### src/rtl/exu_seq_pkg.sv
// Shared types and defaults for the execution sequencer.
// State encoding, rd width and default cycle counts.
package exu_seq_pkg;

  localparam int RD_W               = 5;
  localparam int CLMUL_CYCLES_DEF   = 8;
  localparam int TIMEOUT_CYCLES_DEF = 16;

  typedef enum logic [2:0] {
    S_IDLE    = 3'd0,
    S_LD_WAIT = 3'd1,
    S_LD_WB   = 3'd2,
    S_MC_RUN  = 3'd3,
    S_MC_WB   = 3'd4
  } seq_state_e;

endpackage

### src/rtl/seq_down_counter.sv
// Loadable down-counter with zero flag.
// Decrement saturates at zero so the count never wraps.
module seq_down_counter #(
  parameter int W = 8
) (
  input  logic         clk,
  input  logic         rst,
  input  logic         load,
  input  logic [W-1:0] load_val,
  input  logic         dec,
  output logic [W-1:0] count,
  output logic         zero
);

  always_ff @(posedge clk or negedge rst) begin
    if (!rst) begin
      count <= '0;
    end else if (load) begin
      count <= load_val;
    end else if (dec && count != '0) begin
      count <= count - 1'b1;
    end
  end

  assign zero = (count == '0);

endmodule

### src/rtl/exu_sequencer.sv
// Multi-cycle load / CLMUL write-back sequencer.
// Optional load timeout: define EXU_MEM_TIMEOUT_EN.
module exu_sequencer
  import exu_seq_pkg::*;
#(
  parameter int CLMUL_CYCLES   = CLMUL_CYCLES_DEF,
  parameter int TIMEOUT_CYCLES = TIMEOUT_CYCLES_DEF,
  parameter int CNT_W          = 8
) (
  input  logic            clk,
  input  logic            rst,
  input  logic            issue_load,
  input  logic            issue_clmul,
  input  logic [RD_W-1:0] issue_rd,
  input  logic            kill,
  input  logic            mem_rvalid,
  output logic            stall,
  output logic            clmul_start,
  output logic            delayed_load,
  output logic            delayed_clmul,
  output logic [RD_W-1:0] delayed_rd,
  output logic            load_fault
);

  localparam logic [CNT_W-1:0] MC_LD =
    CNT_W'(CLMUL_CYCLES - 1);

  if (CLMUL_CYCLES < 1 || CLMUL_CYCLES > 255 ||
      CLMUL_CYCLES - 1 >= (1 << CNT_W) ||
      TIMEOUT_CYCLES < 1 ||
      TIMEOUT_CYCLES - 1 >= (1 << CNT_W)) begin : g_bad_cfg
    $error("exu_sequencer: bad cycle/counter config");
  end

  seq_state_e       state, state_n;
  logic             acc;
  logic             cnt_load, cnt_dec, cnt_zero;
  logic [CNT_W-1:0] cnt_val, cnt;
  logic             fault_set;

  assign acc = (state == S_IDLE) & ~kill &
               (issue_load | issue_clmul);

  seq_down_counter #(.W(CNT_W)) u_cnt (
    .clk      (clk),
    .rst      (rst),
    .load     (cnt_load),
    .load_val (cnt_val),
    .dec      (cnt_dec),
    .count    (cnt),
    .zero     (cnt_zero)
  );

  always_ff @(posedge clk or negedge rst) begin
    if (!rst) begin
      state      <= S_IDLE;
      delayed_rd <= '0;
    end else begin
      state <= state_n;
      if (acc) delayed_rd <= issue_rd;
    end
  end

  always_comb begin
    state_n   = state;
    cnt_load  = 1'b0;
    cnt_val   = MC_LD;
    cnt_dec   = 1'b0;
    fault_set = 1'b0;
    unique case (state)
      S_IDLE: begin
        if (acc && issue_load) begin
          state_n = S_LD_WAIT;
`ifdef EXU_MEM_TIMEOUT_EN
          cnt_load = 1'b1;
          cnt_val  = CNT_W'(TIMEOUT_CYCLES - 1);
`endif
        end else if (acc) begin
          state_n  = S_MC_RUN;
          cnt_load = 1'b1;
        end
      end
      S_LD_WAIT: begin
        if (kill) begin
          state_n = S_IDLE;
        end else if (mem_rvalid) begin
          state_n = S_LD_WB;
`ifdef EXU_MEM_TIMEOUT_EN
        end else if (cnt_zero) begin
          state_n   = S_IDLE;
          fault_set = 1'b1;
        end else begin
          cnt_dec = 1'b1;
`endif
        end
      end
      S_MC_RUN: begin
        if (kill) begin
          state_n = S_IDLE;
        end else if (cnt_zero) begin
          state_n = S_MC_WB;
        end else begin
          cnt_dec = 1'b1;
        end
      end
      default: state_n = S_IDLE;
    endcase
  end

`ifdef EXU_MEM_TIMEOUT_EN
  always_ff @(posedge clk or negedge rst) begin
    if (!rst) begin
      load_fault <= 1'b0;
    end else if (fault_set) begin
      load_fault <= 1'b1;
    end
  end
`else
  assign load_fault = 1'b0;
`endif

  // Counter only ever counts down from MC_LD, so this marks the first run cycle
  assign clmul_start   = (state == S_MC_RUN) && (cnt == MC_LD);
  assign delayed_load  = (state == S_LD_WB);
  assign delayed_clmul = (state == S_MC_WB);
  assign stall         = (state != S_IDLE) | acc;

endmodule

### config.mk
export PLATFORM = sky130hd
export DESIGN_NAME = exu_sequencer
export DESIGN_NICKNAME = d
export VERILOG_FILES = /design/src/rtl/exu_seq_pkg.sv /design/src/rtl/seq_down_counter.sv /design/src/rtl/exu_sequencer.sv
export SDC_FILE = /design/constraint.sdc
export NUM_CORES = 1
export LEC_CHECK = 0
export CAP_MARGIN = 20
export CORE_MARGIN = 5
export CORE_UTILIZATION = 48
export CTS_CLUSTER_SIZE = 20
export DETAILED_ROUTE_END_ITERATION = 12
export PLACE_DENSITY = 0.75
export SYNTH_ARGS = -nofsm -noshare
export SYNTH_HDL_FRONTEND = slang
export SYNTH_SLANG_ARGS = --single-unit
### constraint.sdc
create_clock -name clk -period 2.1 [get_ports clk]
set_input_delay 0.21 -clock clk [delete_from_list [all_inputs] [get_ports clk]]
set_output_delay 0.21 -clock clk [all_outputs]
set_load 0.005 [all_outputs]
# After elaboration in Yosys (flattened, before gate mapping)

Index checks and enable logic that the tools add are counted.
Widths: inputs -> output; s select.

$add $sub $neg: 1
Eq/ne operators: 8
Multiplexer cells: 15
Bitwise operators: 5
Reductions and logical operators: 9

Operators by type and width:

| operator            | number |
|---|---|
| $mux 3              | 6 |
| $mux 8              | 2 |
| $pmux 3 s3          | 1 |
| $eq 8x3->1 const B  | 1 |
| $logic_not 8->1     | 1 |
| $reduce_bool 8->1   | 1 |
| $sub 8x1->8 const B | 1 |
| $eq 3x2->1 const B  | 2 |
| $mux 1              | 6 |
| $ne 3x3->1 const B  | 2 |
| $eq 3x1->1 const B  | 1 |
| $eq 3x3->1 const B  | 1 |
| $logic_and 1x1->1   | 3 |
| $logic_not 3->1     | 1 |
| $ne 3x2->1 const B  | 1 |
| $reduce_and 3->1    | 1 |
| $reduce_bool 3->1   | 1 |
| $and 1x1->1         | 2 |
| $or 1x1->1          | 2 |
| $reduce_bool 2->1   | 1 |
| $not 1->1           | 1 |

Register bits after elaboration: 16
Output and inout port bits: 10
Logic and storage cells: 41

# Longest topological paths before layout

Gate-level depths: netlist (run 1).

Depth after elaboration: 7
Gate-level depth with buffers: 6
Depth with buffers taken out: 6

# Modules after synthesis

Synthesis (run 1) repeated with hierarchy kept, for this count alone.

Cells, all modules: 100
Area total of the unflattened synthesis: 992.2 um^2

By module, submodules not included:

| module           | times used | cells an instance | area an instance (um^2) | sequential area each (um^2) |
|---|---|---|---|---|
| seq_down_counter | 1          | 58                | 528.0                   | 200.2 |
| exu_sequencer    | 1          | 42                | 464.2                   | 200.2 |

# Worst setup path after synthesis (run 1)

Ideal clock, no wire load.

Kind: register to register
From: register u_cnt.count[0]
To: register state[1]
Library setup time: 0.157 ns
Arrival time: 1.644 ns
Required time: 1.943 ns
Slack: 0.300 ns
Cell stages (with the launch flop): 6
Path buffers: 0
Clock period less this slack: 1.800 ns
Cells stage by stage: dfrtp_1 inv_1 ha_1 or3b_2 o31ai_1 o21ai_0

Longest elaborated chain between the ends: 3

RTL lines:

| item                              | line                   | text |
|---|---|---|
| start, declared                   | seq_down_counter.sv:11 | `output logic [W-1:0] count,` |
| start signal, assigned            | seq_down_counter.sv:19 | `count <= load_val;` |
| start signal, assigned            | seq_down_counter.sv:21 | `count <= count - 1'b1;` |
| $logic_not 8->1                   | seq_down_counter.sv:25 | `assign zero = (count == '0);` |
| $ne 3x3->1 (no source line)       | -                      |  |
| $reduce_and 3->1 (no source line) | -                      |  |
| end signal, assigned              | exu_sequencer.sv:59    | `state <= state_n;` |
| end, declared                     | exu_sequencer.sv:35    | `seq_state_e state, state_n;` |

Every way passes these cells.
A chain may end at the register's enable or synchronous reset.

# Final worst setup path (run 1)

From: register state[2]
To: register u_cnt.count[5]

Longest elaborated chain between the ends: 7
Elaborated cells between the ends (all ways): 12

RTL lines:

| item                                        | line                                     | text |
|---|---|---|
| $logic_not 3->1                             | exu_sequencer.sv:41, exu_sequencer.sv:70 |  |
| $and 1x1->1 (2 in a row)                    | exu_sequencer.sv:41                      | `assign acc = (state == S_IDLE) & ~kill &` |
| $mux 1 or $logic_and 1x1->1 (tied branches) | exu_sequencer.sv:78, exu_sequencer.sv:72 |  |
| $mux 1                                      | exu_sequencer.sv:72                      | `if (acc && issue_load) begin` |
| $mux 1                                      | exu_sequencer.sv:70                      | `unique case (state)` |
| $mux 8 or $reduce_bool 2->1 (tied branches) | -                                        |  |

Parallel ways exist; a longest one is shown, timed or not.

==> results.md, run 1 <==
* Worst reg-to-reg setup slack at 0.23 ns
* Flop pwr share at 44.4%
* Sw Share at 29.1%
* Cts bufs inserted at 3
* Startpoint Class: flop
* Clk pwr share at 22.3%
* Synthesis-to-layout area growth at 34.5%
* Switching pwr at 267 uW
* Gate Count Post-Synth at 87
* Hold Vio Cnt, Final at 0
* Slowest cell delay on critical path at 0.51 ns
* Row cnt at 15
* Min-delay worst type: input pin to asynchronous set/reset pin
* Reg clk slew, reported paths at 0.10 ns
* Die area at 2800 um^2
* Antenna viol nets, final at 0
* Outcome: finished, final reports clean
* CP Capture Type: flop
* Sequential area share after synthesis at 45.3%
* Global-route track usage on met2 at 26.2%
* Worst slew pin tran at 0.687 ns
* Most Crowded Layer GR: met2
* Synth unique cells at 33
* H-tree levels at 1
* First-pass GRT wire length at 3330 um
* Vias in the first global route at 702
* CTS tree: done
* Fillers at 135
* Crit Path Max Fanout at 6
* Number of flops mapped to enable cells by yosys at 0
* # Max-Cap Violations at 0
* Internal power at 649 uW
* Syn avg cell area at 10.2 um^2
* Post-synth top flop: dfrtp_1
* Initial Util at 50.7%
* Final Cycle Share at 89.0%
* Comb power frac at 33.3%
* YS warnings at 0
* Tot Pwr at 915 uW
* Reg2reg start: state[2]
* Minimum clock period at 1.87 ns
* Ports at 21
* List of most frequent post-synthesis cells: 16 x dfrtp_1, 8 x a21oi_1
* DR WL/cell at 14.3 um
* Die width at 52.9 um
* Peak supply drop at 0.000639 V
* IO buf count at 19
* # diodes at 0
* Hold_buf cts at 0
* Critical R2R Capture: u_cnt.count[5]
* Critical-path cell list: nand4bb_1 > or4_4 > or4b_1 > a21oi_1
* Layout cells sized above 1 at 22.6%
* Detailed placement HPWL at 1530 um
* CTS root buffer: clkbuf_4
* Worst Path Arrival at 2.09 ns
* Top-area cell type share of the netlist area at 45.3%
* Worst Hold Slack at 0.324 ns
* Grt ovf at 0
* Worst-Skew Late Latency at 0.29 ns
* Tot GR Track Use at 16.5%
* Sink Count at 16
* Register bit total from synthesis at 16
* Buf/Inv on CP at 0
* Initial antenna violation count at 0
* Slew headroom at 54.1%
* Dominant cell type by area after synthesis: dfrtp_1
* M1 GR Usage at 22.1%
* CP top delay family: simple AND/OR/NAND/NOR gates
* PwrDens at 769 nW/um^2
* R2R depth at 4
* 1st-iter DRT viols at 20
* Via Count at 784
* Final Skew at 0.0120 ns
* Drt total wl at 2000 um
* Pleak at 0.000518 uW
* RSZ-0062 raised after global routing: false
* Type of the worst setup path: flop to flop
* Synth async-reset ratio at 100%
* Slowest CP cell: or4_4
* Critical Path RT at 2.32 ns
* Setup_tns at 0 ns
* Core area at 1750 um^2
* Die Span Y at 52.9 um
* Pins Over Slew Limit at 0
* Final setup violation count at 0
* Final GP Congestion at 0.793
* Pre-antenna DRT Iters at 4
* Residual DRC at 0
* Most common cell in the synthesized netlist: dfrtp_1
* Largest net degree at the start of global routing at 17
* Max Clk Rate at 0.535 GHz
* Vias per inst at 5.60
* Post-Syn Area at 885 um^2
* Grt met3 use at 4.23%
* Synth top area cells: dfrtp_1 45%, mux2_2 6.4%, a21oi_1 4.5%
* Clk buf depth at 2
* Syn nets at 101
* Post-layout net count at 130
[power groups by stage]
stage | clock [uW] | combinational (uW) | sequential (uW)
after CTS | 209 | 308 | 407
after floorplan | 0 | 157 | 411
after global routing | 226 | 334 | 415
final | 204 | 305 | 406
after global placement | 0 | 298 | 410
after detailed placement | 0 | 305 | 413
[stage by stage]
step	util, %	area (um^2)	cells	setup WS, ns
after floorplan	-	885	87	0.300
after global placement	64.4	1120	134	0.0500
after detailed placement	64.4	1120	134	0.0241
after CTS	66.9	1170	138	0.00260
after global routing	68.2	1190	140	0.151
final	68.2	1190	140	0.231
[worst max-delay path by stage]
| stage | startpoint | to | slack [ns] | cells after the start |
|---|---|---|---|---|
| 2_1_floorplan | u_cnt.count[0] | state[1] | 0.30 | 5 |
| 3_3_place_gp | kill | u_cnt.count[5] | 0.05 | 5 |
| 3_5_place_dp | kill | u_cnt.count[5] | 0.02 | 5 |
| 4_1_cts | u_cnt.count[5] | clmul_start | 0.003 | 3 |
| 5_1_grt | u_cnt.count[0] | u_cnt.count[3] | 0.15 | 7 |
| 6_report | state[2] | u_cnt.count[5] | 0.23 | 4 |
[cell usage in the layout (no fill, tap or decap), drive strengths merged, types with 4 or more instances in the layout]
cell type and n:
clkdlybuf4s50 18, dfrtp 16, a21oi 8, buf 7
o21ai 6, nor2 5, nand2 5, mux2 5
nor3 5, or3 5, clkbuf 4
[state kept, by name, summed over array words and instances (netlist names)]
signal	flops
delayed_rd	5
state	3
u_cnt.count	8
[final cells by class]
| class | instances | area [um^2] | area share, % |
|---|---|---|---|
| multi-input combinational | 66 | 465 | 39.1 |
| sequential | 16 | 400 | 33.6 |
| timing repair buffer | 26 | 245 | 20.6 |
| clock buffer | 4 | 36.3 | 3.05 |
| tap | 25 | 31.3 | 2.63 |
| inverter | 3 | 11.3 | 0.946 |
[worst register-to-register path, delay by kind of cell, from the launching register on]
kind | cells | cell delay, ns
flip-flops | 1 | 0.44
AND/OR/NAND/NOR | 3 | 1.22
AO/OA/AOI/OAI | 1 | 0.13
[layer usage]
layer | routed length, um | vias to the layer above
li1 | - | 377
met1 | 897 | 387
met2 | 1020 | 20
met3 | 81 | 0
met4 | 0 | 0
met5 | 0 | -
[cell families after synthesis]
logic type | after synthesis | synth area share, %
simple gates | 37 | 27.2
compound gates | 20 | 13.2
flops | 16 | 45.3
buf+inv | 5 | 3.39
mux | 5 | 6.36
fa+ha+maj | 3 | 4.24
other cells | 1 | 0.424
[timing repair]
item / 4_1_cts / 5_1_grt
hold endpoints to repair: 0 / 0
pin swaps: 0 / 1
setup buffers: 0 / 2
setup endpoints to repair: 1 / 3
resized for setup: 1 / 2
Power figures use the tool's default switching activity.
==> inputs of run 2 (changes only) <==
Settings changed: GPL_TIMING_DRIVEN set to 0.
==> results.md, run 2 (synthesis results as in run 1) <==
* Startpoint Class: flop
* Largest net degree at the start of global routing at 17
* RSZ-0062 raised after global routing: false
* Internal power at 648 uW
* CP top delay family: simple AND/OR/NAND/NOR gates
* Critical Path RT at 2.32 ns
* Worst Path Arrival at 2.13 ns
* Worst-Skew Late Latency at 0.29 ns
* # diodes at 0
* Tot GR Track Use at 15.9%
* Vias per inst at 5.44
* Die Span Y at 52.9 um
* Worst Hold Slack at 0.344 ns
* Clk pwr share at 22.3%
* Pleak at 0.000496 uW
* Worst reg-to-reg setup slack at 0.19 ns
* Switching pwr at 274 uW
* Pins Over Slew Limit at 0
* Minimum clock period at 1.91 ns
* Antenna viol nets, final at 0
* Fillers at 140
* Detailed placement HPWL at 1470 um
* Post-CTS resize count at 3
* IO buf count at 19
* Post-layout net count at 125
* Final instance area at 1160 um^2
* Slew headroom at 51.3%
* Initial Util at 50.7%
* Crit Path Max Fanout at 6
* Outcome: finished, final reports clean
* Vias in the first global route at 738
* Die width at 52.9 um
* Min-delay worst type: input pin to asynchronous set/reset pin
* Largest register FFs at 8
* Grt ovf at 0
* CP Capture Type: flop
* Critical-path cell list: nand4bb_1 > or4_4 > or4b_1 > a21oi_1
* Die area at 2800 um^2
* 1st-iter DRT viols at 13
* Final Cycle Share at 90.8%
* Pre-antenna DRT Iters at 4
* Residual DRC at 0
* Ports at 21
* First-pass GRT wire length at 3240 um
* Flop pwr share at 44.7%
* Row cnt at 15
* # Max-Cap Violations at 0
* Hold Vio Cnt, Final at 0
* CTS tree: done
* Max Clk Rate at 0.524 GHz
* DR WL/cell at 14.3 um
* Via Count at 735
* Slowest CP cell: or4_4
* Top reg by flops: u_cnt.count
* Comb power frac at 33.0%
* Hold_buf cts at 0
* Sink Count at 16
* Placed Instance Area at 1110 um^2
* Post-CTS Setup Bufs at 0
* Slowest cell delay on critical path at 0.52 ns
* Type of the worst setup path: flop to flop
* Cts bufs inserted at 3
* Buf/Inv on CP at 0
* PwrDens at 794 nW/um^2
* Biggest regs: u_cnt.count: 8 flops, delayed_rd: 5 flops, state: 3 flops
* Drt total wl at 1940 um
* Commonest non-fill, non-tap cell in the layout: clkdlybuf4s50_1
* Reg clk slew, reported paths at 0.10 ns
* Setup_tns at 0 ns
* Most frequent cells in the layout: 18 x clkdlybuf4s50_1, 16 x dfrtp_1, 8 x a21oi_1
* H-tree levels at 1
* Initial antenna violation count at 0
* Peak supply drop at 0.000651 V
* Tot Pwr at 921 uW
* Core area at 1750 um^2
* Final Skew at 0.00707 ns
* Clk buf depth at 2
* Synthesis-to-layout area growth at 31.3%
* Final setup violation count at 0
* Sw Share at 29.7%
* CTS root buffer: clkbuf_4
* Final GP Congestion at 0.848
* Layout cells sized above 1 at 20.0%
* Worst slew pin tran at 0.729 ns
==> run 2: cell count changes in the layout (fill, tap and decap cells not counted), sizes merged <==
cell  delta
buf      -5
==> run 2: path summary, 6_finish.rpt <==
check | startpoint | to | cells past startpoint
worst max-delay path | state[2] | u_cnt.count[5] | 4
worst min-delay path | rst | delayed_rd[4] | 1
worst max register to register | state[2] | u_cnt.count[5] | 4
worst min register to register | delayed_rd[1] | delayed_rd[1] | 1
max in group asynchronous | rst | delayed_rd[2] | 1
min in group clk | delayed_rd[1] | delayed_rd[1] | 1
==> run 2: area by class of cell <==
| type | count | area [um^2] | area share (%) |
|---|---|---|---|
| Clock buffer | 4 | 36.3 | 3.13 |
| Sequential cell | 16 | 400 | 34.5 |
| Buffer | 2 | 18.8 | 1.62 |
| Multi-Input combinational cell | 66 | 470 | 40.5 |
| Timing Repair Buffer | 19 | 193 | 16.6 |
| Tap cell | 25 | 31.3 | 2.69 |
| Inverter | 3 | 11.3 | 0.970 |
==> run 2: power by group through the flow <==
stage	Combinational, uW	Sequential (uW)	Clock, uW
detailed placement	308	418	0
global placement	297	410	0
finish	304	412	206
floorplan	157	411	0
global route	339	419	227
CTS	311	412	211
==> run 2: stage by stage <==
stage	util, %	worst slack, ns	instances
after floorplan	-	0.300	87
after global placement	63.4	-0.0141	131
after detailed placement	63.4	-0.0284	131
after CTS	66.4	0.0529	135
after global routing	66.5	0.00602	135
final	66.5	0.193	135
==> run 2: metal layers <==
metal / GRT usage, % / share of wire, % / vias to the layer above
met2: 27.9 / 49 / 15
li1: - / - / 368
met3: 5.07 / 4.3 / 2
met1: 19.2 / 47 / 350
met5: 0 / 0 / -
met4: 2.55 / 0.46 / 0
